### config.mk
export PLATFORM = sky130hd
export DESIGN_NAME = regfile_readback_flat
export DESIGN_NICKNAME = d
export VERILOG_FILES = /design/src/rtl/regfile_readback_if.sv /design/src/rtl/regfile_readback.sv /design/src/flat_wrapper.sv
export SDC_FILE = /design/constraint.sdc
export NUM_CORES = 1
export LEC_CHECK = 0
export BUFFER_PORTS_ARGS = -buffer_cell sky130_fd_sc_hd__buf_2
export CORE_ASPECT_RATIO = 0.75
export CORE_UTILIZATION = 52
export CTS_CLUSTER_DIAMETER = 50
export CTS_CLUSTER_SIZE = 30
export DETAILED_ROUTE_END_ITERATION = 6
export PLACE_DENSITY_LB_ADDON = 0.25
export SLEW_MARGIN = 40
export SYNTH_ARGS = -nofsm -noshare
export SYNTH_HDL_FRONTEND = slang
export SYNTH_SLANG_ARGS = --single-unit
### constraint.sdc
create_clock -name clk -period 3.5 [get_ports clk]
set_input_delay 0.7 -clock clk [delete_from_list [all_inputs] [get_ports clk]]
set_output_delay 0.7 -clock clk [all_outputs]
set_load 0.03 [all_outputs]
### src/rtl/regfile_readback_if.sv
// rtl/regfile_readback_if.sv - start/status, register-file read port and output stream bundle
interface regfile_readback_if #(
    parameter int DATA_W = 32,
    parameter int ADDR_W = 5
);
    logic              start;
    logic [ADDR_W-1:0] first_addr;
    logic [ADDR_W-1:0] last_addr;
    logic              busy;
    logic              done;
    logic              err;
    logic              rd_en;
    logic [ADDR_W-1:0] rd_addr;
    logic [DATA_W-1:0] rd_data;
    logic              out_valid;
    logic              out_ready;
    logic [DATA_W-1:0] out_data;
    logic [ADDR_W-1:0] out_addr;

    modport master (
        input  start, first_addr, last_addr, rd_data, out_ready,
        output busy, done, err, rd_en, rd_addr, out_valid, out_data, out_addr
    );

    modport slave (
        output start, first_addr, last_addr, rd_data, out_ready,
        input  busy, done, err, rd_en, rd_addr, out_valid, out_data, out_addr
    );
endinterface

### src/rtl/regfile_readback.sv
// rtl/regfile_readback.sv - walks an inclusive register range and streams address-tagged words
module regfile_readback #(
    parameter int NUM_REGS = 32,
    parameter int DATA_W   = 32,
    parameter int ADDR_W   = 5
) (
    input  logic                clk,
    input  logic                rst,
    regfile_readback_if.master  bus
);
    typedef enum logic [2:0] {
        S_IDLE, S_READ, S_CAPT, S_SEND, S_DONE, S_ERR
    } state_t;

    localparam logic [ADDR_W:0] NUM_REGS_W = (ADDR_W+1)'(NUM_REGS);

    state_t            state_q;
    logic [ADDR_W-1:0] cur_addr_q;
    logic [ADDR_W-1:0] end_addr_q;
    logic              busy_q;
    logic              done_q;
    logic              err_q;
    logic              rd_en_q;
    logic [ADDR_W-1:0] rd_addr_q;
    logic              out_valid_q;
    logic [DATA_W-1:0] out_data_q;
    logic [ADDR_W-1:0] out_addr_q;

    logic              range_ok;
    logic [ADDR_W-1:0] next_addr;

    assign range_ok  = (bus.first_addr <= bus.last_addr) &&
                       ({1'b0, bus.last_addr} < NUM_REGS_W);
    assign next_addr = cur_addr_q + ADDR_W'(1);

    // Outputs are registered: each branch sets the values seen in the state it enters.
    always_ff @(posedge clk or posedge rst) begin
        if (rst) begin
            state_q     <= S_IDLE;
            cur_addr_q  <= '0;
            end_addr_q  <= '0;
            busy_q      <= 1'b0;
            done_q      <= 1'b0;
            err_q       <= 1'b0;
            rd_en_q     <= 1'b0;
            rd_addr_q   <= '0;
            out_valid_q <= 1'b0;
            out_data_q  <= '0;
            out_addr_q  <= '0;
        end else begin
            done_q    <= 1'b0;
            err_q     <= 1'b0;
            rd_en_q   <= 1'b0;
            rd_addr_q <= '0;
            case (state_q)
                S_IDLE: begin
                    if (bus.start) begin
                        busy_q <= 1'b1;
                        if (range_ok) begin
                            cur_addr_q <= bus.first_addr;
                            end_addr_q <= bus.last_addr;
                            rd_en_q    <= 1'b1;
                            rd_addr_q  <= bus.first_addr;
                            state_q    <= S_READ;
                        end else begin
                            done_q  <= 1'b1;
                            err_q   <= 1'b1;
                            state_q <= S_ERR;
                        end
                    end
                end
                S_READ: state_q <= S_CAPT;
                S_CAPT: begin
                    out_data_q  <= bus.rd_data;
                    out_addr_q  <= cur_addr_q;
                    out_valid_q <= 1'b1;
                    state_q     <= S_SEND;
                end
                S_SEND: begin
                    if (bus.out_ready) begin
                        out_valid_q <= 1'b0;
                        if (cur_addr_q == end_addr_q) begin
                            done_q  <= 1'b1;
                            state_q <= S_DONE;
                        end else begin
                            cur_addr_q <= next_addr;
                            rd_en_q    <= 1'b1;
                            rd_addr_q  <= next_addr;
                            state_q    <= S_READ;
                        end
                    end
                end
                S_DONE, S_ERR: begin
                    busy_q  <= 1'b0;
                    state_q <= S_IDLE;
                end
                default: begin
                    busy_q  <= 1'b0;
                    state_q <= S_IDLE;
                end
            endcase
        end
    end

    assign bus.busy      = busy_q;
    assign bus.done      = done_q;
    assign bus.err       = err_q;
    assign bus.rd_en     = rd_en_q;
    assign bus.rd_addr   = rd_addr_q;
    assign bus.out_valid = out_valid_q;
    assign bus.out_data  = out_data_q;
    assign bus.out_addr  = out_addr_q;
endmodule

### src/flat_wrapper.sv
// flat-port wrapper written by rule: the top's interface ports become plain ports
module regfile_readback_flat 
#(
    parameter int NUM_REGS = 32,
    parameter int DATA_W   = 32,
    parameter int ADDR_W   = 5
)
  (clk, rst, bus_start, bus_first_addr, bus_last_addr, bus_rd_data, bus_out_ready, bus_busy, bus_done, bus_err, bus_rd_en, bus_rd_addr, bus_out_valid, bus_out_data, bus_out_addr);
  regfile_readback_if #(.DATA_W(DATA_W), .ADDR_W(ADDR_W)) bus_i ();
  input  logic clk;
  input  logic rst;
  input wire logic [$bits(bus_i.start)-1:0] bus_start;
  input wire logic [$bits(bus_i.first_addr)-1:0] bus_first_addr;
  input wire logic [$bits(bus_i.last_addr)-1:0] bus_last_addr;
  input wire logic [$bits(bus_i.rd_data)-1:0] bus_rd_data;
  input wire logic [$bits(bus_i.out_ready)-1:0] bus_out_ready;
  output wire logic [$bits(bus_i.busy)-1:0] bus_busy;
  output wire logic [$bits(bus_i.done)-1:0] bus_done;
  output wire logic [$bits(bus_i.err)-1:0] bus_err;
  output wire logic [$bits(bus_i.rd_en)-1:0] bus_rd_en;
  output wire logic [$bits(bus_i.rd_addr)-1:0] bus_rd_addr;
  output wire logic [$bits(bus_i.out_valid)-1:0] bus_out_valid;
  output wire logic [$bits(bus_i.out_data)-1:0] bus_out_data;
  output wire logic [$bits(bus_i.out_addr)-1:0] bus_out_addr;
  assign bus_i.start = bus_start;
  assign bus_i.first_addr = bus_first_addr;
  assign bus_i.last_addr = bus_last_addr;
  assign bus_i.rd_data = bus_rd_data;
  assign bus_i.out_ready = bus_out_ready;
  assign bus_busy = bus_i.busy;
  assign bus_done = bus_i.done;
  assign bus_err = bus_i.err;
  assign bus_rd_en = bus_i.rd_en;
  assign bus_rd_addr = bus_i.rd_addr;
  assign bus_out_valid = bus_i.out_valid;
  assign bus_out_data = bus_i.out_data;
  assign bus_out_addr = bus_i.out_addr;
  regfile_readback #(.NUM_REGS(NUM_REGS), .DATA_W(DATA_W), .ADDR_W(ADDR_W)) u_core (.clk(clk), .rst(rst), .bus(bus_i));
endmodule
# == Word level (Yosys, flattened, before mapping) ==
# Cells that the tools add are included.
# op_classes
addsub,1
n_lt_le_gt_ge,1
n_eq_ne,8
mux,30
bitwise,1
n_reduce_logical,9
# op_table
cell,count
two-way mux 5 bit,8
case mux 5 bit (2 select lines),2
two-way mux 3 bit,4
case mux 3 bit (4 select lines),1
two-way mux 1 bit,11
case mux 1 bit (2 select lines),4
== test 3 x 2 -> 1 bit (second input constant),2
inequality test 2 bit (second input constant),3
AND reduction 2 bit,3
adder 5 x 1 -> 5 bit (second input constant),1
== test 5 bit,1
<= comparator 5 bit,1
AND reduction 5 bit,1
nonzero test 2 bit,2
== test 3 x 1 -> 1 bit (second input constant),1
logical NOT 3 bit,1
AND reduction 3 bit,1
OR reduction 3 bit,1
inequality test 2 x 1 -> 1 bit (second input constant),1
inverter 1 bit,1
# totals
ff_bits,60
out_inout_bits,47

# == Depth between registers and ports, before layout ==
# depth
word_depth,4
depth_mapped,7
depth_no_buf,7

# == Worst setup path after synthesis ==
# OpenSTA, ideal clock, no wires.
# synth_timing
path_kind,input -> register
startpoint,in bus_last_addr[4]
endpoint,reg u_core.end_addr_q[0]
setup_time_ns,0.125
t_arrival_ns,2.167
t_required_ns,3.375
setup_slack_ns,1.209
path_stages,7
cell_sequence,inv_1 ha_1 nand4_1 or2_2 a21oi_4 buf_4 mux2_2
# synth_via
elab_chain_cells,2
# synth_rtl
element,line,text
"start, declared",flat_wrapper.sv:14,input wire logic [$bits(bus_i.last_addr)-1:0] bus_last_addr;
<= comparator 5 bit,regfile_readback.sv:32,assign range_ok = (bus.first_addr <= bus.last_addr) &&
AND reduction 3 bit (no line),-,
"end signal, assigned",regfile_readback.sv:61,end_addr_q <= bus.last_addr;
"end, declared",regfile_readback.sv:19,logic [ADDR_W-1:0] end_addr_q;
# Every way passes these cells.
# A chain may end at the register's enable or synchronous reset.

# == Worst setup path after layout ==
# layout_timing
startpoint,in bus_first_addr[4]
endpoint,reg u_core.cur_addr_q[4]
# layout_via
elab_chain_cells,3
word_cells_on_any_way,6
classes_between,1 x order compare; 1 x eq/ne; 3 x mux; 1 x reduce/logical
# layout_rtl
element,line,text
"start, declared",flat_wrapper.sv:13,input wire logic [$bits(bus_i.first_addr)-1:0] bus_first_addr;
<= comparator 5 bit or two-way mux 5 bit (tied branches),"regfile_readback.sv:32, regfile_readback.sv:59",
inequality test 2 x 1 -> 1 bit (no line) or two-way mux 5 bit (tied branches),-,
AND reduction 5 bit (no line) or case mux 5 bit (2 select lines) (tied branches),-,
"end signal, assigned",regfile_readback.sv:60,cur_addr_q <= bus.first_addr;
"end signal, assigned",regfile_readback.sv:86,cur_addr_q <= next_addr;
"end, declared",regfile_readback.sv:18,logic [ADDR_W-1:0] cur_addr_q;
# Several ways; a longest one is shown, not always the timed one. The select of a mux whose other input is x is not followed.

==> flow_metrics.env <==
export IMPL_yosysTopAreaCellShare=0.602
export IMPL_grt_pass1_wl_mm=7.20
export IMPL_crit_start="bus_first_addr[4]"
export IMPL_gr_total_overflow=0
export IMPL_clk_latency_ns=0.33
export IMPL_synth_yosys_seq_area_share=0.602
export IMPL_layout_min_cycle_time_ns=2.24
export IMPL_tightest_slew_ns=0.732
export IMPL_dp_hpwl_mm=3.49
export IMPL_ys_types=29
export IMPL_drive_gt1_frac=0.584
export IMPL_drc_errors=0
export IMPL_post_drt_wl_per_cell_um=14.2
export IMPL_antennaDiodeCount=0
export IMPL_peakVddDrop_mv=0.644
export IMPL_grt_pass1_vias=1527
export IMPL_ff2ff_setup_slack_ns=1.50
export IMPL_setup_slack_ns=1.26
export IMPL_ys_warn_count=0
export IMPL_slew_viol_final=0
export IMPL_die_w_um=82
export IMPL_critPathMaxFanout=15
export IMPL_dp_cells=320
export IMPL_worstRegToRegCells=4
export IMPL_leakage_uw=0.00164
export IMPL_fin_crit_sh=0.641
export IMPL_synth_nets=226
export IMPL_drt_first_pass_iters=4
export IMPL_io_pins=93
export IMPL_synthCells=174
export IMPL_die_h_um=62
export IMPL_portBuffers=92
export IMPL_core_area_sq_um=4550
export IMPL_postCtsHoldBufs=0
export IMPL_synth_top_area_cell="dfrtp_1"
export IMPL_hold_violations=0
export IMPL_skew_ns=0.00752
export IMPL_cts_buffers=9
export IMPL_clk_pin_slew_worst_paths_ns=0.07
export IMPL_layout_common_cells="92 x buf_2, 60 x dfrtp_1, 42 x mux2_2"
export IMPL_drtAntennaViolNets=0
export IMPL_track_usage=0.205
export IMPL_syn_avg_cell_area_sq_um=14.3
export IMPL_power_density_nw_per_um2=1050
export IMPL_fin_util=0.710
export IMPL_clock_sinks=60
export IMPL_p_total_uw=3380
export IMPL_grt_max_degree=32
export IMPL_worstPathArrival_ns=2.45
export IMPL_critPathRequiredTime_ns=3.71
export IMPL_hold_class="input pin to asynchronous set/reset pin"
export IMPL_die_area_sq_um=5080
export IMPL_reg2reg_to="u_core.cur_addr_q[4]"
export IMPL_place_ws_ns=0.955
export IMPL_final_common_cell="buf_2"
export IMPL_max_slew_margin=0.505
export IMPL_setup_viol=0
export IMPL_combPwrFrac=0.470
export IMPL_postCtsSetupBuffers=0
export IMPL_p_sw_uw=1390
export IMPL_syn_to_final_growth_pct=29.3
export IMPL_cts_resized=0
export IMPL_crit_type="input pin to register"
export IMPL_viasPerCell=4.95
export IMPL_fin_tns_setup_ns=0
export IMPL_ys_seq_elements=60
export IMPL_nNetsFinal=326
export IMPL_cts_tree="built"
export IMPL_rows=21
export IMPL_status="completed"
export IMPL_end_kind="register"
export IMPL_startpoint_type="input pin"
export IMPL_synth_area_leaders="dfrtp_1 60%, mux2_2 19%, ha_1 3.0%"
export IMPL_p_seq_frac=0.358
export IMPL_clkPwrFrac=0.172
export IMPL_post_layout_nonfiller_instances=336
export IMPL_swShare=0.411
export IMPL_r2r_start="u_core.cur_addr_q[0]"
export IMPL_drt_iter0_drc=52
export IMPL_ctsLongestPathBuffers=2
export IMPL_grt_antenna_before_repair=0
export IMPL_clock_root_buffer="clkbuf_8"
export IMPL_maxCapViolCount=0
export IMPL_h_tree_depth=3
export IMPL_timing_fmax_ghz=0.446
export IMPL_initial_core_util=0.549
export IMPL_finalWirelength_mm=4.77
export IMPL_rsz0062_at_grt="false"
export IMPL_vias=1663
export IMPL_gp_congestion=0.864
export IMPL_p_int_uw=1990
export IMPL_syn_cell_area_sq_um=2500
## per-layer routing
layer	up-vias	wire length, um	GRT usage	share of wire
met5	-	0	0	0
met2	61	2140	0.311	0.45
met1	781	2240	0.257	0.47
li1	815	-	-	-
met4	0	43	0.0677	0.0090
met3	6	345	0.105	0.072
## cell usage after synthesis (all sizes together)
| cell | instances |
|---|---|
| nand3 | 2 |
| mux2 | 42 |
| a32o | 1 |
| o21ai | 2 |
| inv | 9 |
| xor2 | 5 |
| mux2i | 1 |
| o221ai | 1 |
| o41ai | 1 |
| or2 | 1 |
| nor2 | 8 |
| nand2b | 2 |
| or4 | 1 |
| ha | 6 |
| a21o | 6 |
| a221o | 4 |
| nand4 | 1 |
| nand2 | 4 |
| nand3b | 1 |
| buf | 5 |
| o32ai | 2 |
| xnor2 | 3 |
| or3 | 1 |
| a21oi | 5 |
| dfrtp | 60 |
## layout make-up
cell class | instances | area, sq um
flip-flops and latches | 60 | 1500
inverters | 9 | 33.8
multi-input cells | 100 | 941
well taps | 57 | 71.3
clock inverters | 5 | 52.6
clock buffers | 11 | 131
repair buffers | 94 | 495
fillers | 353 | 1320
## per-stage QoR
stage | hold WS [ns] | cell area [sq um]
after floorplan | 0.461 | 2500
after global placement | 0.458 | 3020
after detailed placement | 0.480 | 3040
after CTS | 0.438 | 3230
after global routing | 0.460 | 3230
final | 0.426 | 3230
## cells by family (layout without fill, tap and decap cells)
| logic type | after synthesis | after routing | share of synthesized area |
|---|---|---|---|
| compound gates | 22 | 22 | 0.0782 |
| mux | 43 | 43 | 0.193 |
| xor+xnor | 8 | 8 | 0.0281 |
| simple gates | 21 | 21 | 0.0441 |
| buf+inv | 14 | 119 | 0.0246 |
| fa+ha+maj | 6 | 6 | 0.0301 |
| flops | 60 | 60 | 0.602 |
## worst max-delay path by stage
stage,to,slack (ns)
4_1_cts,u_core.cur_addr_q[4],1.28
6_report,u_core.cur_addr_q[4],1.26
2_1_floorplan,u_core.end_addr_q[0],1.21
3_3_place_gp,u_core.cur_addr_q[4],1.0
5_1_grt,u_core.cur_addr_q[4],1.15
3_5_place_dp,u_core.cur_addr_q[2],0.96
## sequential cells by signal, summed over array words and instances (netlist names)
signal / cells
u_core.bus.rd_en: 1
u_core.state_q: 3
u_core.end_addr_q: 5
u_core.bus.out_data: 32
u_core.bus.rd_addr: 5
u_core.bus.done: 1
u_core.bus.out_valid: 1
u_core.bus.err: 1
u_core.cur_addr_q: 5
u_core.bus.busy: 1
u_core.bus.out_addr: 5
## critical path, cell delays in order
cell     delay (ns)
buf_2          0.12
ha_1           0.31
nand4_1        0.10
or2_2          0.32
a21oi_4        0.43
a21oi_4        0.10
a221o_2        0.36
## power groups by stage
stage | clock (uW) | sequential, uW | combinational (uW)
floorplan | 0 | 1710 | 651
global route | 633 | 1250 | 1710
finish | 579 | 1210 | 1590
CTS | 598 | 1210 | 1610
global placement | 0 | 1200 | 1540
detailed placement | 0 | 1220 | 1600
No activity file was read; power rests on OpenSTA's default activity.
